[config.mk]
export PLATFORM = sky130hd
export DESIGN_NAME = iic_arbiter_flat
export DESIGN_NICKNAME = d
export VERILOG_FILES = /design/src/rtl/iic_arb_pkg.sv /design/src/rtl/iic_arbiter_if.sv /design/src/rtl/iic_arb_rr.sv /design/src/rtl/iic_arbiter.sv /design/src/flat_wrapper.sv
export SDC_FILE = /design/constraint.sdc
export NUM_CORES = 1
export LEC_CHECK = 0
export BUFFER_PORTS_ARGS = -buffer_cell sky130_fd_sc_hd__buf_2
export CAP_MARGIN = 40
export CORE_AREA = 2 2 101 74
export DETAILED_ROUTE_END_ITERATION = 10
export DIE_AREA = 0 0 103 76
export HOLD_SLACK_MARGIN = 0.05
export PLACE_DENSITY = 0.79
export SLEW_MARGIN = 20
export SYNTH_ARGS = -nofsm -noshare
export SYNTH_HDL_FRONTEND = slang
export SYNTH_SLANG_ARGS = --single-unit
[constraint.sdc]
create_clock -name i_clk -period 1.95 [get_ports i_clk]
set_input_delay 0.39 -clock i_clk [delete_from_list [all_inputs] [get_ports i_clk]]
set_output_delay 0.39 -clock i_clk [all_outputs]
set_load 0.01 [all_outputs]
[src/rtl/iic_arb_pkg.sv]
// Shared types and constants for the camera IIC arbiter: FSM state encoding,
// requester port indices, direction constants and the latched command record.
package iic_arb_pkg;

    typedef enum logic [2:0] {
        ST_IDLE       = 3'd0,
        ST_LAUNCH     = 3'd1,
        ST_WAIT_START = 3'd2,
        ST_WAIT_DONE  = 3'd3,
        ST_RESP       = 3'd4
    } state_e;

    localparam logic PORT_INIT = 1'b0;
    localparam logic PORT_RT   = 1'b1;

    localparam logic RW_WRITE = 1'b0;
    localparam logic RW_READ  = 1'b1;

    typedef struct packed {
        logic       mode;
        logic       rw;
        logic [7:0] slave_addr;
        logic [7:0] reg_addr_h;
        logic [7:0] reg_addr_l;
        logic [7:0] data_w;
    } cmd_t;

endpackage

[src/rtl/iic_arbiter_if.sv]
// Requester-side and IIC-master-side signals of the arbiter. The slave modport is
// the arbiter's view; the master modport is the environment driving it.
interface iic_arbiter_if;
    logic [1:0] i_req;
    logic [1:0] i_rw;
    logic [1:0] i_mode;
    logic [7:0] i_slave_addr0, i_reg_addr_h0, i_reg_addr_l0, i_data_w0;
    logic [7:0] i_slave_addr1, i_reg_addr_h1, i_reg_addr_l1, i_data_w1;
    logic [1:0] o_ack;
    logic       o_err;
    logic [7:0] o_data_r;
    logic       o_busy;
    logic       o_iic_write, o_iic_read, o_iic_mode;
    logic [7:0] o_slave_addr, o_reg_addr_h, o_reg_addr_l, o_data_w;
    logic       i_iic_busy;
    logic [7:0] i_data_r;

    modport slave (
        input  i_req, i_rw, i_mode,
               i_slave_addr0, i_reg_addr_h0, i_reg_addr_l0, i_data_w0,
               i_slave_addr1, i_reg_addr_h1, i_reg_addr_l1, i_data_w1,
               i_iic_busy, i_data_r,
        output o_ack, o_err, o_data_r, o_busy, o_iic_write, o_iic_read, o_iic_mode,
               o_slave_addr, o_reg_addr_h, o_reg_addr_l, o_data_w
    );

    modport master (
        output i_req, i_rw, i_mode,
               i_slave_addr0, i_reg_addr_h0, i_reg_addr_l0, i_data_w0,
               i_slave_addr1, i_reg_addr_h1, i_reg_addr_l1, i_data_w1,
               i_iic_busy, i_data_r,
        input  o_ack, o_err, o_data_r, o_busy, o_iic_write, o_iic_read, o_iic_mode,
               o_slave_addr, o_reg_addr_h, o_reg_addr_l, o_data_w
    );
endinterface

[src/rtl/iic_arb_rr.sv]
// Two-input round-robin grant; last_grant resets to the runtime port so the
// init sequencer wins the first tie.
module iic_arb_rr
    import iic_arb_pkg::*;
(
    input  logic       clk_i,
    input  logic       rst_ni,
    input  logic [1:0] req_i,
    input  logic       upd_i,
    input  logic       upd_port_i,
    output logic       valid_o,
    output logic       port_o
);
    logic last_q, last_d;

    always_comb begin
        last_d = last_q;
        if (upd_i) last_d = upd_port_i;
    end

    always_ff @(posedge clk_i or negedge rst_ni) begin
        if (!rst_ni) last_q <= PORT_RT;
        else         last_q <= last_d;
    end

    always_comb begin
        valid_o = |req_i;
        case (req_i)
            2'b10:   port_o = PORT_RT;
            2'b11:   port_o = ~last_q;
            default: port_o = PORT_INIT;
        endcase
    end
endmodule

[src/rtl/iic_arbiter.sv]
// Two-port arbiter/sequencer in front of the camera IIC master: grant, strobe,
// track active-low busy, ack. Optional transfer timeout under IIC_ARB_TIMEOUT_EN.
module iic_arbiter
    import iic_arb_pkg::*;
#(
    parameter int unsigned TIMEOUT_CYCLES = 2_000_000,
    parameter int unsigned CNT_W          = 21
) (
    input logic          i_clk,
    input logic          i_rst,
    iic_arbiter_if.slave bus
);
    state_e     state_q, state_d;
    cmd_t       cmd_q, cmd_d, cmd_p0, cmd_p1;
    logic       port_q, port_d;
    logic [1:0] ack_q, ack_d;
    logic [7:0] data_r_q, data_r_d;
    logic       busy_q, busy_d, wr_q, wr_d, rd_q, rd_d;
    logic       gnt_valid, gnt_port, rr_upd;

`ifdef IIC_ARB_TIMEOUT_EN
    logic [CNT_W-1:0] cnt_q, cnt_d;
    logic             err_q, err_d;
`endif

    assign cmd_p0 = '{mode: bus.i_mode[0], rw: bus.i_rw[0], slave_addr: bus.i_slave_addr0,
                      reg_addr_h: bus.i_reg_addr_h0, reg_addr_l: bus.i_reg_addr_l0,
                      data_w: bus.i_data_w0};
    assign cmd_p1 = '{mode: bus.i_mode[1], rw: bus.i_rw[1], slave_addr: bus.i_slave_addr1,
                      reg_addr_h: bus.i_reg_addr_h1, reg_addr_l: bus.i_reg_addr_l1,
                      data_w: bus.i_data_w1};

    iic_arb_rr u_rr (
        .clk_i      (i_clk),
        .rst_ni     (i_rst),
        .req_i      (bus.i_req),
        .upd_i      (rr_upd),
        .upd_port_i (port_q),
        .valid_o    (gnt_valid),
        .port_o     (gnt_port)
    );

    always_comb begin
        // NOTE: every signal written here gets a default first, so no path infers a latch.
        state_d  = state_q;
        cmd_d    = cmd_q;
        port_d   = port_q;
        ack_d    = 2'b00;
        data_r_d = data_r_q;
        rr_upd   = 1'b0;
`ifdef IIC_ARB_TIMEOUT_EN
        err_d    = 1'b0;
        cnt_d    = cnt_q;
`endif
        case (state_q)
            ST_IDLE: begin
                if (bus.i_iic_busy && gnt_valid) begin
                    port_d  = gnt_port;
                    cmd_d   = (gnt_port == PORT_RT) ? cmd_p1 : cmd_p0;
                    state_d = ST_LAUNCH;
                end
            end
            ST_LAUNCH: begin
                state_d = ST_WAIT_START;
`ifdef IIC_ARB_TIMEOUT_EN
                cnt_d   = '0;
`endif
            end
            ST_WAIT_START: begin
                if (!bus.i_iic_busy) state_d = ST_WAIT_DONE;
            end
            ST_WAIT_DONE: begin
                if (bus.i_iic_busy) begin
                    state_d       = ST_RESP;
                    ack_d[port_q] = 1'b1;
                    data_r_d      = (cmd_q.rw == RW_READ) ? bus.i_data_r : 8'h00;
                end
            end
            ST_RESP: begin
                state_d = ST_IDLE;
                rr_upd  = 1'b1;
            end
            default: state_d = ST_IDLE;
        endcase
`ifdef IIC_ARB_TIMEOUT_EN
        // A genuine completion in the same cycle as the deadline is reported as success.
        if (state_q == ST_WAIT_START || state_q == ST_WAIT_DONE) begin
            cnt_d = cnt_q + CNT_W'(1);
            if (cnt_d == CNT_W'(TIMEOUT_CYCLES) && state_d != ST_RESP) begin
                state_d       = ST_RESP;
                ack_d[port_q] = 1'b1;
                err_d         = 1'b1;
                data_r_d      = 8'h00;
            end
        end
`endif
        busy_d = (state_d != ST_IDLE);
        wr_d   = (state_d == ST_LAUNCH || state_d == ST_WAIT_START) && (cmd_d.rw == RW_WRITE);
        rd_d   = (state_d == ST_LAUNCH || state_d == ST_WAIT_START) && (cmd_d.rw == RW_READ);
    end

    always_ff @(posedge i_clk or negedge i_rst) begin
        if (!i_rst) begin
            state_q  <= ST_IDLE;
            cmd_q    <= '0;
            port_q   <= PORT_INIT;
            ack_q    <= 2'b00;
            data_r_q <= 8'h00;
            busy_q   <= 1'b0;
            wr_q     <= 1'b0;
            rd_q     <= 1'b0;
`ifdef IIC_ARB_TIMEOUT_EN
            cnt_q    <= '0;
            err_q    <= 1'b0;
`endif
        end else begin
            // NOTE: state uses non-blocking assignments so every flop samples pre-edge values.
            state_q  <= state_d;
            cmd_q    <= cmd_d;
            port_q   <= port_d;
            ack_q    <= ack_d;
            data_r_q <= data_r_d;
            busy_q   <= busy_d;
            wr_q     <= wr_d;
            rd_q     <= rd_d;
`ifdef IIC_ARB_TIMEOUT_EN
            cnt_q    <= cnt_d;
            err_q    <= err_d;
`endif
        end
    end

`ifdef IIC_ARB_TIMEOUT_EN
    assign bus.o_err = err_q;
`else
    logic unused_cfg;
    assign unused_cfg = ^{TIMEOUT_CYCLES, CNT_W};
    assign bus.o_err  = 1'b0;
`endif

    assign bus.o_ack        = ack_q;
    assign bus.o_data_r     = data_r_q;
    assign bus.o_busy       = busy_q;
    assign bus.o_iic_write  = wr_q;
    assign bus.o_iic_read   = rd_q;
    assign bus.o_iic_mode   = cmd_q.mode;
    assign bus.o_slave_addr = cmd_q.slave_addr;
    assign bus.o_reg_addr_h = cmd_q.reg_addr_h;
    assign bus.o_reg_addr_l = cmd_q.reg_addr_l;
    assign bus.o_data_w     = cmd_q.data_w;
endmodule

[src/flat_wrapper.sv]
// flat-port wrapper written by rule: the top's interface ports become plain ports
module iic_arbiter_flat import iic_arb_pkg::*;
#(
    parameter int unsigned TIMEOUT_CYCLES = 2_000_000,
    parameter int unsigned CNT_W          = 21
)
  (i_clk, i_rst, bus_i_req, bus_i_rw, bus_i_mode, bus_i_slave_addr0, bus_i_reg_addr_h0, bus_i_reg_addr_l0, bus_i_data_w0, bus_i_slave_addr1, bus_i_reg_addr_h1, bus_i_reg_addr_l1, bus_i_data_w1, bus_i_iic_busy, bus_i_data_r, bus_o_ack, bus_o_err, bus_o_data_r, bus_o_busy, bus_o_iic_write, bus_o_iic_read, bus_o_iic_mode, bus_o_slave_addr, bus_o_reg_addr_h, bus_o_reg_addr_l, bus_o_data_w);
  iic_arbiter_if bus_i ();
  input logic i_clk;
  input logic i_rst;
  input wire logic [$bits(bus_i.i_req)-1:0] bus_i_req;
  input wire logic [$bits(bus_i.i_rw)-1:0] bus_i_rw;
  input wire logic [$bits(bus_i.i_mode)-1:0] bus_i_mode;
  input wire logic [$bits(bus_i.i_slave_addr0)-1:0] bus_i_slave_addr0;
  input wire logic [$bits(bus_i.i_reg_addr_h0)-1:0] bus_i_reg_addr_h0;
  input wire logic [$bits(bus_i.i_reg_addr_l0)-1:0] bus_i_reg_addr_l0;
  input wire logic [$bits(bus_i.i_data_w0)-1:0] bus_i_data_w0;
  input wire logic [$bits(bus_i.i_slave_addr1)-1:0] bus_i_slave_addr1;
  input wire logic [$bits(bus_i.i_reg_addr_h1)-1:0] bus_i_reg_addr_h1;
  input wire logic [$bits(bus_i.i_reg_addr_l1)-1:0] bus_i_reg_addr_l1;
  input wire logic [$bits(bus_i.i_data_w1)-1:0] bus_i_data_w1;
  input wire logic [$bits(bus_i.i_iic_busy)-1:0] bus_i_iic_busy;
  input wire logic [$bits(bus_i.i_data_r)-1:0] bus_i_data_r;
  output wire logic [$bits(bus_i.o_ack)-1:0] bus_o_ack;
  output wire logic [$bits(bus_i.o_err)-1:0] bus_o_err;
  output wire logic [$bits(bus_i.o_data_r)-1:0] bus_o_data_r;
  output wire logic [$bits(bus_i.o_busy)-1:0] bus_o_busy;
  output wire logic [$bits(bus_i.o_iic_write)-1:0] bus_o_iic_write;
  output wire logic [$bits(bus_i.o_iic_read)-1:0] bus_o_iic_read;
  output wire logic [$bits(bus_i.o_iic_mode)-1:0] bus_o_iic_mode;
  output wire logic [$bits(bus_i.o_slave_addr)-1:0] bus_o_slave_addr;
  output wire logic [$bits(bus_i.o_reg_addr_h)-1:0] bus_o_reg_addr_h;
  output wire logic [$bits(bus_i.o_reg_addr_l)-1:0] bus_o_reg_addr_l;
  output wire logic [$bits(bus_i.o_data_w)-1:0] bus_o_data_w;
  assign bus_i.i_req = bus_i_req;
  assign bus_i.i_rw = bus_i_rw;
  assign bus_i.i_mode = bus_i_mode;
  assign bus_i.i_slave_addr0 = bus_i_slave_addr0;
  assign bus_i.i_reg_addr_h0 = bus_i_reg_addr_h0;
  assign bus_i.i_reg_addr_l0 = bus_i_reg_addr_l0;
  assign bus_i.i_data_w0 = bus_i_data_w0;
  assign bus_i.i_slave_addr1 = bus_i_slave_addr1;
  assign bus_i.i_reg_addr_h1 = bus_i_reg_addr_h1;
  assign bus_i.i_reg_addr_l1 = bus_i_reg_addr_l1;
  assign bus_i.i_data_w1 = bus_i_data_w1;
  assign bus_i.i_iic_busy = bus_i_iic_busy;
  assign bus_i.i_data_r = bus_i_data_r;
  assign bus_o_ack = bus_i.o_ack;
  assign bus_o_err = bus_i.o_err;
  assign bus_o_data_r = bus_i.o_data_r;
  assign bus_o_busy = bus_i.o_busy;
  assign bus_o_iic_write = bus_i.o_iic_write;
  assign bus_o_iic_read = bus_i.o_iic_read;
  assign bus_o_iic_mode = bus_i.o_iic_mode;
  assign bus_o_slave_addr = bus_i.o_slave_addr;
  assign bus_o_reg_addr_h = bus_i.o_reg_addr_h;
  assign bus_o_reg_addr_l = bus_i.o_reg_addr_l;
  assign bus_o_data_w = bus_i.o_data_w;
  iic_arbiter #(.TIMEOUT_CYCLES(TIMEOUT_CYCLES), .CNT_W(CNT_W)) u_core (.i_clk(i_clk), .i_rst(i_rst), .bus(bus_i));
endmodule
==> results of run 1 <==
[logic make-up (layout without fill, tap and decap cells)]
group | after synthesis | after routing | share of synthesized area
buffers and inverters | 47 | 150 | 0.1287
other | 1 | 1 | 0.001316
AOI/OAI and AO/OA | 19 | 19 | 0.04392
and+or+nand+nor | 31 | 31 | 0.05709
DFF | 52 | 52 | 0.4572
muxes | 69 | 69 | 0.3118
[layout make-up]
type                    count  area share
clock buffers               6     0.02345
inverters                   3    0.003197
repair buffers            139      0.2252
clock inverters             2    0.004263
well taps                  98     0.03481
multi-input cells         120      0.3393
flip-flops and latches     52      0.3698
[layout by cell type (no fill, tap or decap), types with 2 or more instances in the layout]
cell,count
nor2_1,3
inv_1,3
a21oi_1,2
o21ai_0,9
dfrtp_1,51
clkbuf_8,6
buf_12,5
buf_4,7
buf_2,126
clkinvlp_4,2
and2_1,2
mux2_4,30
nand2_1,18
mux2_2,38
[cells in the mapped netlist, drive strengths merged, types with 2 or more instances]
cell type / count
mux2: 68
dfrtp: 51
buf: 41
nand2: 18
o21ai: 9
nor2: 4
clkbuf: 3
inv: 3
a21oi: 2
and2: 2
[what timing repair did]
action,in CTS,in global routing
hold endpoints to repair,4,0
endpoints found under the setup margin,0,1
hold buffers,1,0
gates resized for setup,0,1
[worst max-delay path, cell delays in order, from the launching register on]
cell	delay (ps)
dfrtp_1	380
or4b_4	580
nor2_8	160
buf_12	200
mux2_2	350
[stage by stage]
step           utilization  hold WS [ps]
2_1_floorplan            -         94.41
3_3_place_gp        0.4899         382.6
3_5_place_dp        0.4899         385.6
4_1_cts             0.5054         315.4
5_1_grt             0.5059         321.0
6_report            0.5059         329.4
[flip-flops by register name, indices dropped and copies added, names as in the netlist, 2 cells and up]
| name | cells |
|---|---|
| u_core.bus.o_data_w | 8 |
| u_core.bus.o_ack | 2 |
| u_core.bus.o_reg_addr_l | 8 |
| u_core.bus.o_slave_addr | 8 |
| u_core.state_q | 3 |
| u_core.bus.o_reg_addr_h | 8 |
| u_core.bus.o_data_r | 8 |
[per-layer routing]
metal,GRT usage,vias up,part of all wire
met5,0,-,0
met4,0.03553,0,0.0049
met3,0.03578,4,0.073
met2,0.2571,89,0.50
met1,0.1787,895,0.42
li1,-,923,-
[where the power goes]
part	switching [µW]	internal [µW]
combinational	915	1240
clock	355	288
sequential	306	1600
total	1580	3130
[worst max-delay path by stage]
stage	slack, ps	from	cells after the start	end
2_1_floorplan	80	u_core.state_q[2]$_DFF_PN0_	6	u_core.bus.o_data_w[0]$_DFFE_PN0P_
3_3_place_gp	60	bus_i_iic_busy	5	u_core.bus.o_slave_addr[3]$_DFFE_PN0P_
3_5_place_dp	30	bus_i_iic_busy	5	u_core.bus.o_slave_addr[3]$_DFFE_PN0P_
4_1_cts	60	u_core.state_q[0]$_DFF_PN0_	4	u_core.bus.o_slave_addr[3]$_DFFE_PN0P_
5_1_grt	90	u_core.state_q[0]$_DFF_PN0_	4	u_core.bus.o_slave_addr[3]$_DFFE_PN0P_
6_report	160	u_core.state_q[0]$_DFF_PN0_	4	u_core.bus.o_slave_addr[3]$_DFFE_PN0P_
==> flow_summary.ini, run 1 <==
[run_status]
status = complete, no violations

[synthesis]
avgSynthCellArea_um2 = 13.01
yosysSeqAreaShare = 0.4572
synth-seq-cells = 52
synth_cell_types = 34
synth_nets = 300
ys.flop_type = dfrtp_1
yosys_warnings = 0
synth_top_area_cell = dfrtp_1
ys_top_cells_by_area = dfrtp_1, mux2_4, mux2_2, buf_4, nand2_1
synthArstFlopShare = 1.000
netlist_area_mm2 = 0.002849
synthCells = 219
synth-edff-count = 0
synth.top_cell.area_share = 0.4480

[hold_path]
min_from = bus_i_data_r[2]
hp-class = in2reg
whs_path_depth = 3
min_to = u_core.bus.o_data_r[2]$_DFFE_PN0P_

[flow_run]
timing.max_cap.violations = 0

[clocking]
post_cts_buffers = 0
root_buffer = clkbuf_8
htree_levels = 2
cts_tree = done
clk_latency_ps = 300
clk_pin_slew_ps = 90
numCtsBuffers = 5
cts_max_path_buffers = 2
cts_sinks = 52

[critical_path]
endpoint_kind = flip-flop
path_class = reg2reg
cp.required_ps = 2140
worstPathArrival_ps = 1980
reg2reg_slack_ps = 160
r2r_cells = 4
cp_max_fo = 19
r2r-start = u_core.state_q[0]$_DFF_PN0_
r2r-end = u_core.bus.o_slave_addr[3]$_DFFE_PN0P_
cp-start-kind = flip-flop

[global_route]
grt_pass1_wl_um = 9087
grt_usage = 0.1463
grt_pass1_vias = 1941
grt_max_degree = 32
grt-ovfl-total = 0
antenna_found_initial = 0

[timing]
skew_ps = 4.862
setup_tns_ps = 0
finalHoldViolCount = 0
fmax_mhz = 559.4
setup_viol = 0
layout_setup_ws_ps = 162.2
timing.final.crit_share = 0.9168
rsz0062_at_grt = false
fin_crit_ps = 1788
slew_viol_final = 0

[final_layout]
multi_input_area_mm2 = 0.001195
fin_nets = 402
diodes = 0
num-fill-cells = 648
syn2layout_area_growth_pct = 23.63
seqCellArea_mm2 = 0.001303
final_area_mm2 = 0.003522
final_cell_count_no_fill = 420
drive_gt1_frac = 0.6832

[route]
drc = 0
avgViaCountPerCell = 4.550
wire_per_inst_um = 13.60
drtIter0Drc = 27
wl_um = 5713
first_pass_iters = 4
via_count = 1911
ant_nets = 0

[place]
place.gp.congestion = 0.8511
portBuffers = 126
post-place-ws_ps = 29.98
place_hpwl_um = 4379
place_area_mm2 = 0.003411
place_inst = 411

[floorplan]
pin_count = 128
core_mm2 = 0.006962
dieArea_mm2 = 0.007828
rows = 26
die_w_um = 103
die_height_um = 76
start_util = 0.4092

[power]
finalPower_uw = 4704
irDropWorstVdd_mv = 0.4470
leakagePower_uw = 0.001773
power_density_mw_per_mm2 = 1335
(Power assumes the default switching activity.)
==> run 2, diff against run 1 <==
Settings changed: CELL_PAD_IN_SITES_DETAIL_PLACEMENT from default to 0, CELL_PAD_IN_SITES_GLOBAL_PLACEMENT from default to 1, CORE_AREA 2 2 101 74 to 2 2 115 83, DIE_AREA 0 0 103 76 to 0 0 117 85, PLACE_DENSITY 0.79 to 0.8.
==> run 2 against run 1 <==
Power is 6.6% higher. Clock skew shrank 1.1 ps. Critical path depth is the same. Die area grew 27%. Core utilization down 10 points. Critical endpoint is now u_core.bus.o_slave_addr[1]$_DFFE_PN0P_.
==> flow_summary.ini, run 2 (synthesis gave the netlist of run 1 again) <==
[power]
p_clk_frac = 0.193
power_density_mw_per_mm2 = 1391
irDropWorstVdd_mv = 0.6396
finalPower_uw = 5015
swShare = 0.3145
p_comb_frac = 0.425
p_int_uw = 3438
p_switching_uw = 1577
leakagePower_uw = 0.001804
seqPwrFrac = 0.381

[critical_path]
cp_max_fo = 17
endpoint_kind = flip-flop
worstPathArrival_ps = 2030
r2r_cells = 4
cp-start-kind = flip-flop
path_class = reg2reg
cp.required_ps = 2120

[clocking]
clk_pin_slew_ps = 60
cts_max_path_buffers = 2
post_cts_buffers = 0
numCtsBuffers = 5
clk_latency_ps = 280
htree_levels = 2
cts_tree = done
cts_resized = 0
root_buffer = clkbuf_16
hold_buffers = 0
cts_sinks = 52

[route]
wl_um = 5552
drc = 0
ant_nets = 0
wire_per_inst_um = 12.45
first_pass_iters = 4
avgViaCountPerCell = 4.233
via_count = 1888
drtIter0Drc = 58

[hold_path]
hp-class = in2async

[global_route]
grt_max_degree = 28
grt_pass1_wl_um = 8721
grt-ovfl-total = 0
antenna_found_initial = 0
grt_usage = 0.1114
grt_pass1_vias = 1884

[timing]
timing.final.crit_share = 0.9554
skew_ps = 3.752
rsz0062_at_grt = false
fin_crit_ps = 1863
fin_worst_hold_slack_ps = 102.1
slew_viol_final = 0
finalHoldViolCount = 0
tightest_slew_ps = 578.5
setup_viol = 0
setup_tns_ps = 0
fmax_mhz = 536.7
slew_headroom = 0.6144

[place]
place.gp.congestion = 0.8374
portBuffers = 126
place_hpwl_um = 4298

[floorplan]
die_w_um = 117
core_mm2 = 0.008890
pin_count = 128
dieArea_mm2 = 0.009945
start_util = 0.3205
rows = 29
die_height_um = 85

[final_layout]
diodes = 0
fin_nets = 402
final_cell_mix = buf_2, dfrtp_1, mux2_2, mux2_4, nand2_1
syn2layout_area_growth_pct = 26.57
drive_gt1_frac = 0.6832
mostFrequentLayoutCell = buf_2

[run_status]
status = complete, no violations

[flow_run]
timing.max_cap.violations = 0
## run 2: power groups by stage
stage | sequential (µW) | combinational [µW] | clock (µW)
after floorplan | 1900 | 1830 | 0
after global placement | 1910 | 2120 | 0
after detailed placement | 1910 | 2170 | 0
after CTS | 1920 | 2170 | 1010
after global routing | 1980 | 2330 | 1060
final | 1910 | 2130 | 970
## run 2: worst paths after layout
path | slack (ps) | endpoint | from
hold / removal | 100 | u_core.bus.o_reg_addr_h[1]$_DFFE_PN0P_ | i_rst
min in group i_clk | 350 | u_core.bus.o_data_r[6]$_DFFE_PN0P_ | bus_i_data_r[6]
hold reg to reg | 480 | u_core.bus.o_data_r[0]$_DFFE_PN0P_ | u_core.bus.o_data_r[0]$_DFFE_PN0P_
setup / recovery | 90 | u_core.bus.o_slave_addr[1]$_DFFE_PN0P_ | u_core.state_q[0]$_DFF_PN0_
setup reg to reg | 90 | u_core.bus.o_slave_addr[1]$_DFFE_PN0P_ | u_core.state_q[0]$_DFF_PN0_
max in group asynchronous | 1220 | u_core.bus.o_data_w[4]$_DFFE_PN0P_ | i_rst
## run 2: final cells by class
type,instances,area [µm²]
Fill cell,841,5284
Multi-Input combinational cell,120,1191
Inverter,3,11.26
Clock buffer,5,125.1
Clock inverter,3,42.54
Timing Repair Buffer,139,778.2
Tap cell,124,155.1
Sequential cell,52,1303
## run 2: metrics by stage
step / setup slack, ps / util / instances / instance area [µm²]
after floorplan: 82.35 / - / 219 / 2849
after global placement: 66.16 / 0.3868 / 438 / 3438
after detailed placement: 37.18 / 0.3868 / 438 / 3438
after CTS: 65.84 / 0.4056 / 446 / 3606
after global routing: 41.91 / 0.4056 / 446 / 3606
final: 86.91 / 0.4056 / 446 / 3606
## run 2: worst max-delay path, cell delays in order, from the launching register on
cell     delay [ps]
dfrtp_1         380
or4b_1          640
nor2_8          190
buf_12          190
mux2_2          350
## run 2: per-layer routing
metal / part of all wire / GRT usage
met2: 0.43 / 0.1855
met1: 0.48 / 0.1442
met4: 0.0086 / 0.02567
met3: 0.076 / 0.03143
met5: 0 / 0
